### src/rtl/irq_ctrl_if.sv
// ============================================================================
//  irq_ctrl_if : register bus between the bridge and the interrupt controller
//  Rev 1.0
// ============================================================================
`default_nettype none

interface irq_ctrl_if;
  logic [1:0]  ADD_I;
  logic        WE_I;
  logic [31:0] DAT_I;
  logic [31:0] DAT_O;

  modport slave  (input  ADD_I, WE_I, DAT_I, output DAT_O);
  modport master (output ADD_I, WE_I, DAT_I, input  DAT_O);
endinterface

`default_nettype wire

### src/rtl/irq_ctrl.sv
// ============================================================================
//  irq_ctrl : masks, latches and prioritises device IRQs onto one CPU line
//  Rev 1.0
// ============================================================================
`default_nettype none

module irq_ctrl #(
  parameter int N_SRC = 6,
  parameter int ID_W  = 3
) (
  input  logic              CLK_I,
  input  logic              RST_I,
  irq_ctrl_if.slave         bus,
  input  logic [N_SRC-1:0]  irq_in,
  output logic              IRQ
);

  typedef enum logic [1:0] {
    IDLE   = 2'd0,
    ASSERT = 2'd1,
    GAP    = 2'd2,
    SPARE  = 2'd3
  } state_t;

  state_t             state_q, state_d;
  logic [N_SRC-1:0]   mask_q, mask_d;
  logic [N_SRC-1:0]   mode_q, mode_d;
  logic [N_SRC-1:0]   latch_q, latch_d;
  logic [N_SRC-1:0]   irq_q;
  logic [ID_W-1:0]    cur_id_q, cur_id_d;
  logic               irq_out_q, irq_out_d;

  logic               wr_mask, wr_mode, wr_pend, wr_eoi;
  logic [N_SRC-1:0]   rise, pend, active, cur_onehot, pend_clr, eoi_clr;
  logic [ID_W-1:0]    sel;
  logic               active_cur;
  logic [31:0]        rd_stat;
  logic               unused_dat;

  assign unused_dat = ^bus.DAT_I;

  always_comb begin
    wr_mask = bus.WE_I && (bus.ADD_I == 2'd0);
    wr_mode = bus.WE_I && (bus.ADD_I == 2'd1);
    wr_pend = bus.WE_I && (bus.ADD_I == 2'd2);
    wr_eoi  = bus.WE_I && (bus.ADD_I == 2'd3);
  end

  always_comb begin
    rise   = irq_in & ~irq_q;
    pend   = (mode_q & latch_q) | (~mode_q & irq_q);
    active = pend & mask_q;
    // Scan downwards so the lowest set index is the one left in sel.
    sel = '0;
    for (int i = N_SRC - 1; i >= 0; i--) begin
      if (active[i]) sel = ID_W'(i);
    end
    for (int i = 0; i < N_SRC; i++) begin
      cur_onehot[i] = (cur_id_q == ID_W'(i));
    end
    active_cur = |(active & cur_onehot);
  end

  always_comb begin
    state_d   = state_q;
    irq_out_d = irq_out_q;
    cur_id_d  = cur_id_q;
    eoi_clr   = '0;
    unique case (state_q)
      // GAP already provides the one low cycle, so it arbitrates like IDLE
      // when leaving; a level source still high re-asserts right after it.
      IDLE, GAP: begin
        if (|active) begin
          state_d   = ASSERT;
          irq_out_d = 1'b1;
          cur_id_d  = sel;
        end else begin
          state_d   = IDLE;
          irq_out_d = 1'b0;
        end
      end
      ASSERT: begin
        if (wr_eoi) begin
          eoi_clr   = cur_onehot;
          irq_out_d = 1'b0;
          state_d   = GAP;
        end else if (!active_cur) begin
          irq_out_d = 1'b0;
          state_d   = IDLE;
        end
      end
      default: begin
        state_d   = IDLE;
        irq_out_d = 1'b0;
      end
    endcase
  end

  always_comb begin
    mask_d   = wr_mask ? bus.DAT_I[N_SRC-1:0] : mask_q;
    mode_d   = wr_mode ? bus.DAT_I[N_SRC-1:0] : mode_q;
    pend_clr = wr_pend ? bus.DAT_I[N_SRC-1:0] : '0;
    // A new edge in the same cycle as a clear must not be lost.
    latch_d  = (latch_q & ~(pend_clr | eoi_clr)) | (rise & mode_q);
  end

  always_ff @(posedge CLK_I) begin
    if (RST_I) begin
      state_q   <= IDLE;
      mask_q    <= '0;
      mode_q    <= '0;
      latch_q   <= '0;
      irq_q     <= '0;
      cur_id_q  <= '0;
      irq_out_q <= 1'b0;
    end else begin
      state_q   <= state_d;
      mask_q    <= mask_d;
      mode_q    <= mode_d;
      latch_q   <= latch_d;
      irq_q     <= irq_in;
      cur_id_q  <= cur_id_d;
      irq_out_q <= irq_out_d;
    end
  end

  always_comb begin
    rd_stat            = '0;
    rd_stat[31]        = irq_out_q;
    rd_stat[30:29]     = state_q;
    rd_stat[ID_W-1:0]  = cur_id_q;
    unique case (bus.ADD_I)
      2'd0:    bus.DAT_O = 32'(mask_q);
      2'd1:    bus.DAT_O = 32'(mode_q);
      2'd2:    bus.DAT_O = 32'(pend);
      default: bus.DAT_O = rd_stat;
    endcase
  end

  assign IRQ = irq_out_q;

endmodule

`default_nettype wire

### src/flat_wrapper.sv
// flat-port wrapper written by rule: the top's interface ports become plain ports
module irq_ctrl_flat 
#(
  parameter int N_SRC = 6,
  parameter int ID_W  = 3
)
  (CLK_I, RST_I, irq_in, IRQ, bus_ADD_I, bus_WE_I, bus_DAT_I, bus_DAT_O);
  irq_ctrl_if bus_i ();
  input  logic CLK_I;
  input  logic RST_I;
  input  logic [N_SRC-1:0] irq_in;
  output logic IRQ;
  input wire logic [$bits(bus_i.ADD_I)-1:0] bus_ADD_I;
  input wire logic [$bits(bus_i.WE_I)-1:0] bus_WE_I;
  input wire logic [$bits(bus_i.DAT_I)-1:0] bus_DAT_I;
  output wire logic [$bits(bus_i.DAT_O)-1:0] bus_DAT_O;
  assign bus_i.ADD_I = bus_ADD_I;
  assign bus_i.WE_I = bus_WE_I;
  assign bus_i.DAT_I = bus_DAT_I;
  assign bus_DAT_O = bus_i.DAT_O;
  irq_ctrl #(.N_SRC(N_SRC), .ID_W(ID_W)) u_core (.CLK_I(CLK_I), .RST_I(RST_I), .bus(bus_i), .irq_in(irq_in), .IRQ(IRQ));
endmodule
### config.mk
export PLATFORM = sky130hd
export DESIGN_NAME = irq_ctrl_flat
export DESIGN_NICKNAME = d
export VERILOG_FILES = /design/src/rtl/irq_ctrl_if.sv /design/src/rtl/irq_ctrl.sv /design/src/flat_wrapper.sv
export SDC_FILE = /design/constraint.sdc
export NUM_CORES = 1
export LEC_CHECK = 0
export CORE_ASPECT_RATIO = 0.7
export CORE_MARGIN = 2
export CORE_UTILIZATION = 25
export DETAILED_ROUTE_END_ITERATION = 10
export GPL_TIMING_DRIVEN = 0
export PLACE_DENSITY = 0.64
export SYNTH_ARGS = -nofsm -noshare
export SYNTH_HDL_FRONTEND = slang
export SYNTH_SLANG_ARGS = --single-unit
### constraint.sdc
create_clock -name CLK_I -period 1.7 [get_ports CLK_I]
set_clock_uncertainty 0.05 [all_clocks]
set_input_delay 0.34 -clock CLK_I [delete_from_list [all_inputs] [get_ports CLK_I]]
set_output_delay 0.34 -clock CLK_I [all_outputs]
set_load 0.05 [all_outputs]
== Yosys cells after proc, flatten, opt, wreduce, memory -nomap -nowiden ==
Cells that the tools add are included.
Word-level totals
  output and inout bits: 33
  register bits: 30
Cells by class
  bitwise logic cells: 13
  equal/unequal tests: 11
  reduce and logical (&&, ||, !) cells: 11
  mux-type cells: 18
Operator list (number)
  case mux 32 bit (3 select lines): 1
  bitwise AND 6 bit: 7
  two-way mux 3 bit: 6
  two-way mux 6 bit: 3
  inverter 6 bit: 3
  bitwise OR 6 bit: 3
  OR reduction 6 bit: 2
  equality test 2 bit, second input constant: 3
  equality test 3 x 2 -> 1 bit, second input constant: 2
  equality test 3 bit, second input constant: 2
  equality test 2 x 1 -> 1 bit, second input constant: 2
  logical AND 1 bit: 4
  zero test 2 bit: 2
  two-way mux 1 bit: 4
  two-way mux 2 bit: 2
  case mux 2 bit (2 select lines): 1
  equality test 3 x 1 -> 1 bit, second input constant: 1
  zero test 3 bit: 1
  inequality test 3 x 2 -> 1 bit, second input constant: 1
  case mux 1 bit (2 select lines): 1
  AND reduction 2 bit: 1
  OR reduction 2 bit: 1

== Logic depth before layout (Yosys ltp) ==
  word-level depth: 10
  gate-level depth with buffers: 6
  gate-level depth less buffers: 5

== Worst setup path after synthesis ==
Ideal clock, no wire load.
  path kind: in2out
  start point: input bus_ADD_I[0]
  end point: output bus_DAT_O[3]
  data required time: 1.310 ns
  arrival time: 1.669 ns
  buffers on the path: 2
  cell stages on the path: 5
  slack: -0.359 ns
  path through: buf_2 -> nor2b_1 -> buf_2 -> a21oi_1 -> o22ai_1
On the way
  word-level cells in the longest chain between the ends: 2
  elaborated cells on any way between the ends: 4
  those cells by class: eq/ne: 2; mux: 1; reduce/logical: 1
RTL lines
  start, declared: RTL line flat_wrapper.sv:13  | input wire logic [$bits(bus_i.ADD_I)-1:0] bus_ADD_I;
  equality test 2 bit, or another cell as far along: RTL line irq_ctrl.sv:132  | unique case (bus.ADD_I)
  case mux 32 bit (3 select lines) *: RTL line irq_ctrl.sv:132
  end, declared: RTL line flat_wrapper.sv:16  | output wire logic [$bits(bus_i.DAT_O)-1:0] bus_DAT_O;
Mark *: on every way between the ends. The rest lies on a longest branch, timed or not.

== Worst setup path after layout ==
  start point: register u_core.mode_q[1]
  end point: output bus_DAT_O[1]
On the way
  word-level cells in the longest chain between the ends: 4
  elaborated cells on any way between the ends: 5
  those cells by class: mux: 1; bitwise: 4
RTL lines
  start, declared: RTL line irq_ctrl.sv:27  | logic [N_SRC-1:0] mode_q, mode_d;
  start signal, assigned: RTL line irq_ctrl.sv:119  | mode_q <= mode_d;
  inverter 6 bit: RTL line irq_ctrl.sv:51  | pend = (mode_q & latch_q) | (~mode_q & irq_q);
  bitwise AND 6 bit: RTL line irq_ctrl.sv:51
  bitwise OR 6 bit: RTL line irq_ctrl.sv:51
  case mux 32 bit (3 select lines) *: RTL line irq_ctrl.sv:132
Marks and branches as above.

==> run metrics <==
status finished with violations; failing checks setup timing; nets roughly 310; RSZ-0062 raised after global routing yes; WP data required 1.31 ns; die height 72.6 um; HPWL Detailed 3.40 mm; Port Buffer Count 25; Antenna Cells 0; Post-Synthesis Cells 201; CTS tree yes; post-synthesis xor/xnor area fraction 0%; syn avg cell area around 8.4 um^2; hold buffer count at cts 0; Pleak 0.00101 uW; initial drt markers 210; row cnt 24; final worst setup slack -0.292 ns; Fin. Hold Viols 0; CTS sink count 29; Clk pwr share around a third; worst-path maximum fanout 2; Area Growth Syn to Fin 45.9%; Int Power 1200 uW; dominant cells by area after synthesis dfxtp_1 (35%), buf_4 (11%), nor2b_1 (4.1%); Tmin final between 1.5 and 2 ns; max-cap viol count 0; antenna-violating nets left 0; Max rail drop VDD 0.313 mV; DR vias/cell between 4 and 5; Sw Share 31.3%; Worst Path Arrival approximately 1.6 ns; Clk pin slew, worst setup/hold paths about 0.06 ns; routed len/inst 13.2 um; Remaining Overflow, GRT 0; post-synthesis adder-cell area fraction 0%; Distinct cells, synth 42; Post-Route WL 4.75 mm; GRT Total Usage 13.4%; fin crit share 117%; Post-Synth Simple-Gate Area 24.4%; area of the mapped netlist 1680 um^2; CORE AREA 6370 um^2; Comb pwr share 25.2%; router iterations before antenna repair 5; CP Launch Type flip-flop; layout cell share with drive strength beyond 1 34.0%; first-pass GRT wire length approximately 7.4 mm; Synth area leader dfxtp_1; post-synthesis mux area share 11.2%; Max clock buf depth 2; hold crit path type primary input to flip-flop; Initial Util 26.4%; Synth Warn # 0; root buf cell clkbuf_8; vias post-DR 1,625; FMAX 0.502 GHz; routability cong. 0.906; Synth Register Bits 29; setup TNS -0.851 ns; pwr dens ~710 nW/um^2; vias in the first global route 1,448; Psw 546 uW; Crit Path Class flip-flop to output pin; largest family of logic cells by synthesized area simple AND/OR/NAND/NOR gates; post-synthesis compound-gate area fraction ~15%; Reg power frac 41.5%; Relative slew margins approximately half; Die Footprint between 7000 and 8000 um^2; Least-Margin Pin Slew about 0.73 ns; DR DRC count 0; initial antenna violation count 0; Worst-Skew Late Latency 0.28 ns; Seq/Total Area, Yosys 34.5%; Die W 102 um; element type at the critical path end output pin; Final Max Slew Viols 0; cts bufs inserted 5; Synth top area share around a third; I/O pin count 76; # setup viols final 3; H-tree levels 2; largest net degree at the start of global routing 11; worst hold-check slack 0.345 ns
==> path summary, 6_finish.rpt <==
path,start,to,slack [ns],depth (start not counted)
max,u_core.mode_q[1],bus_DAT_O[1],-0.29,3
min,bus_WE_I,u_core.mode_q[0],0.35,3
max reg2reg,u_core.state_q[0],u_core.latch_q[2],0.07,4
min reg2reg,u_core.latch_q[0],u_core.latch_q[0],0.42,2
==> worst max-delay path: stages, from the launching register on <==
cell     delay [ns]
dfxtp_2        0.34
mux2_4         0.31
mux4_2         0.49
buf_8          0.17
==> area by class of cell <==
| cell class | count | area, um^2 |
|---|---|---|
| Timing Repair Buffer | 39 | 362 |
| Tap cell | 91 | 114 |
| Fill cell | 703 | 3910 |
| Clock buffer | 7 | 86.3 |
| Multi-Input combinational cell | 153 | 1020 |
| Inverter | 7 | 30.0 |
| Sequential cell | 29 | 592 |
| Buffer | 33 | 250 |
==> what timing repair did <==
item	in CTS	in global routing
setup buffers	11	3
pin swaps	1	0
resized for setup	83	18
endpoints found under the hold margin	0	0
endpoints found under the setup margin	31	13
==> sequential cells by signal, indices dropped and copies added, names as in the netlist <==
| signal | flops |
|---|---|
| u_core.state_q | 2 |
| u_core.cur_id_q | 3 |
| u_core.mode_q | 6 |
| u_core.latch_q | 6 |
| u_core.mask_q | 6 |
| u_core.irq_q | 6 |
==> cells in the final DEF (no fill, tap or decap), types with 3 or more instances in the layout <==
cell type        netlist  final
buf_4                 25     42
conb_1                 1     23
dfxtp_1               29     22
nand2_1               18     18
nor2_1                15     15
nand3_1               13     13
clkdlybuf4s50_1        0     12
nor2b_1               11     10
a21oi_1               13     10
inv_1                  7      6
mux2i_1                6      6
clkbuf_8               0      6
dfxtp_2                0      6
buf_8                  0      5
nand4_1                4      4
mux2_4                 0      3
mux4_2                 2      3
clkbuf_1               6      3
buf_2                  3      3
nor3b_1                3      3
nor3_1                 3      3
o2bb2ai_1              3      3
buf_6                  0      3
==> power groups by stage <==
stage	Combinational, uW	Sequential, uW	Clock (uW)
after floorplan	294	733	0
after global placement	387	735	0
after detailed placement	388	735	0
after CTS	421	722	585
after global routing	462	725	618
final	438	723	581
==> cells in the mapped netlist <==
cell	number
clkbuf_1	6
nand3b_1	1
a22oi_1	3
mux4_2	2
a21o_1	1
conb_1	1
nor4_1	1
and2_0	1
o2bb2ai_1	3
or2_1	1
nor3_1	3
nand2_1	18
dfxtp_1	29
or3_1	1
nor2b_1	11
nand4_1	4
a21oi_1	13
buf_4	25
and3b_1	1
o21ai_0	1
nor3b_2	1
o22ai_1	4
nor2_1	15
o22a_1	1
a31oi_1	3
buf_2	3
inv_1	7
a41o_1	2
a31o_2	1
mux4_1	1
nand3_1	13
nand3_2	1
nand2b_1	1
o31ai_1	2
nor3b_1	3
o211ai_1	1
a2bb2oi_1	1
mux2i_1	6
a41oi_1	1
or4_1	1
mux2_2	5
and3_1	2
==> logic make-up after synthesis <==
kind of cell | Yosys count
AND/OR/NAND/NOR | 79
flip-flops | 29
AO/OA/AOI/OAI | 37
multiplexers | 14
other | 1
buffers and inverters | 41
==> metal layers <==
| metal | vias up | GRT usage, % | part of all wire, % |
|---|---|---|---|
| met2 | 65 | 19.8 | 44 |
| met4 | 0 | 4.00 | 1.2 |
| met3 | 8 | 3.83 | 7.7 |
| met5 | - | 0 | 0 |
| met1 | 750 | 18.9 | 47 |
| li1 | 802 | - | - |
==> per-stage QoR <==
stage	instance area [um^2]	setup slack [ns]	util [%]	total power (uW)	cells
global placement	2170	-1.40	34.1	1120	339
detailed placement	2170	-1.43	34.1	1120	339
CTS	2390	-0.287	37.6	1730	356
global route	2450	-0.315	38.5	1810	359
floorplan	1810	-0.107	-	1030	223
finish	2450	-0.292	38.5	1740	359
No activity file was read; power rests on OpenSTA's default activity.
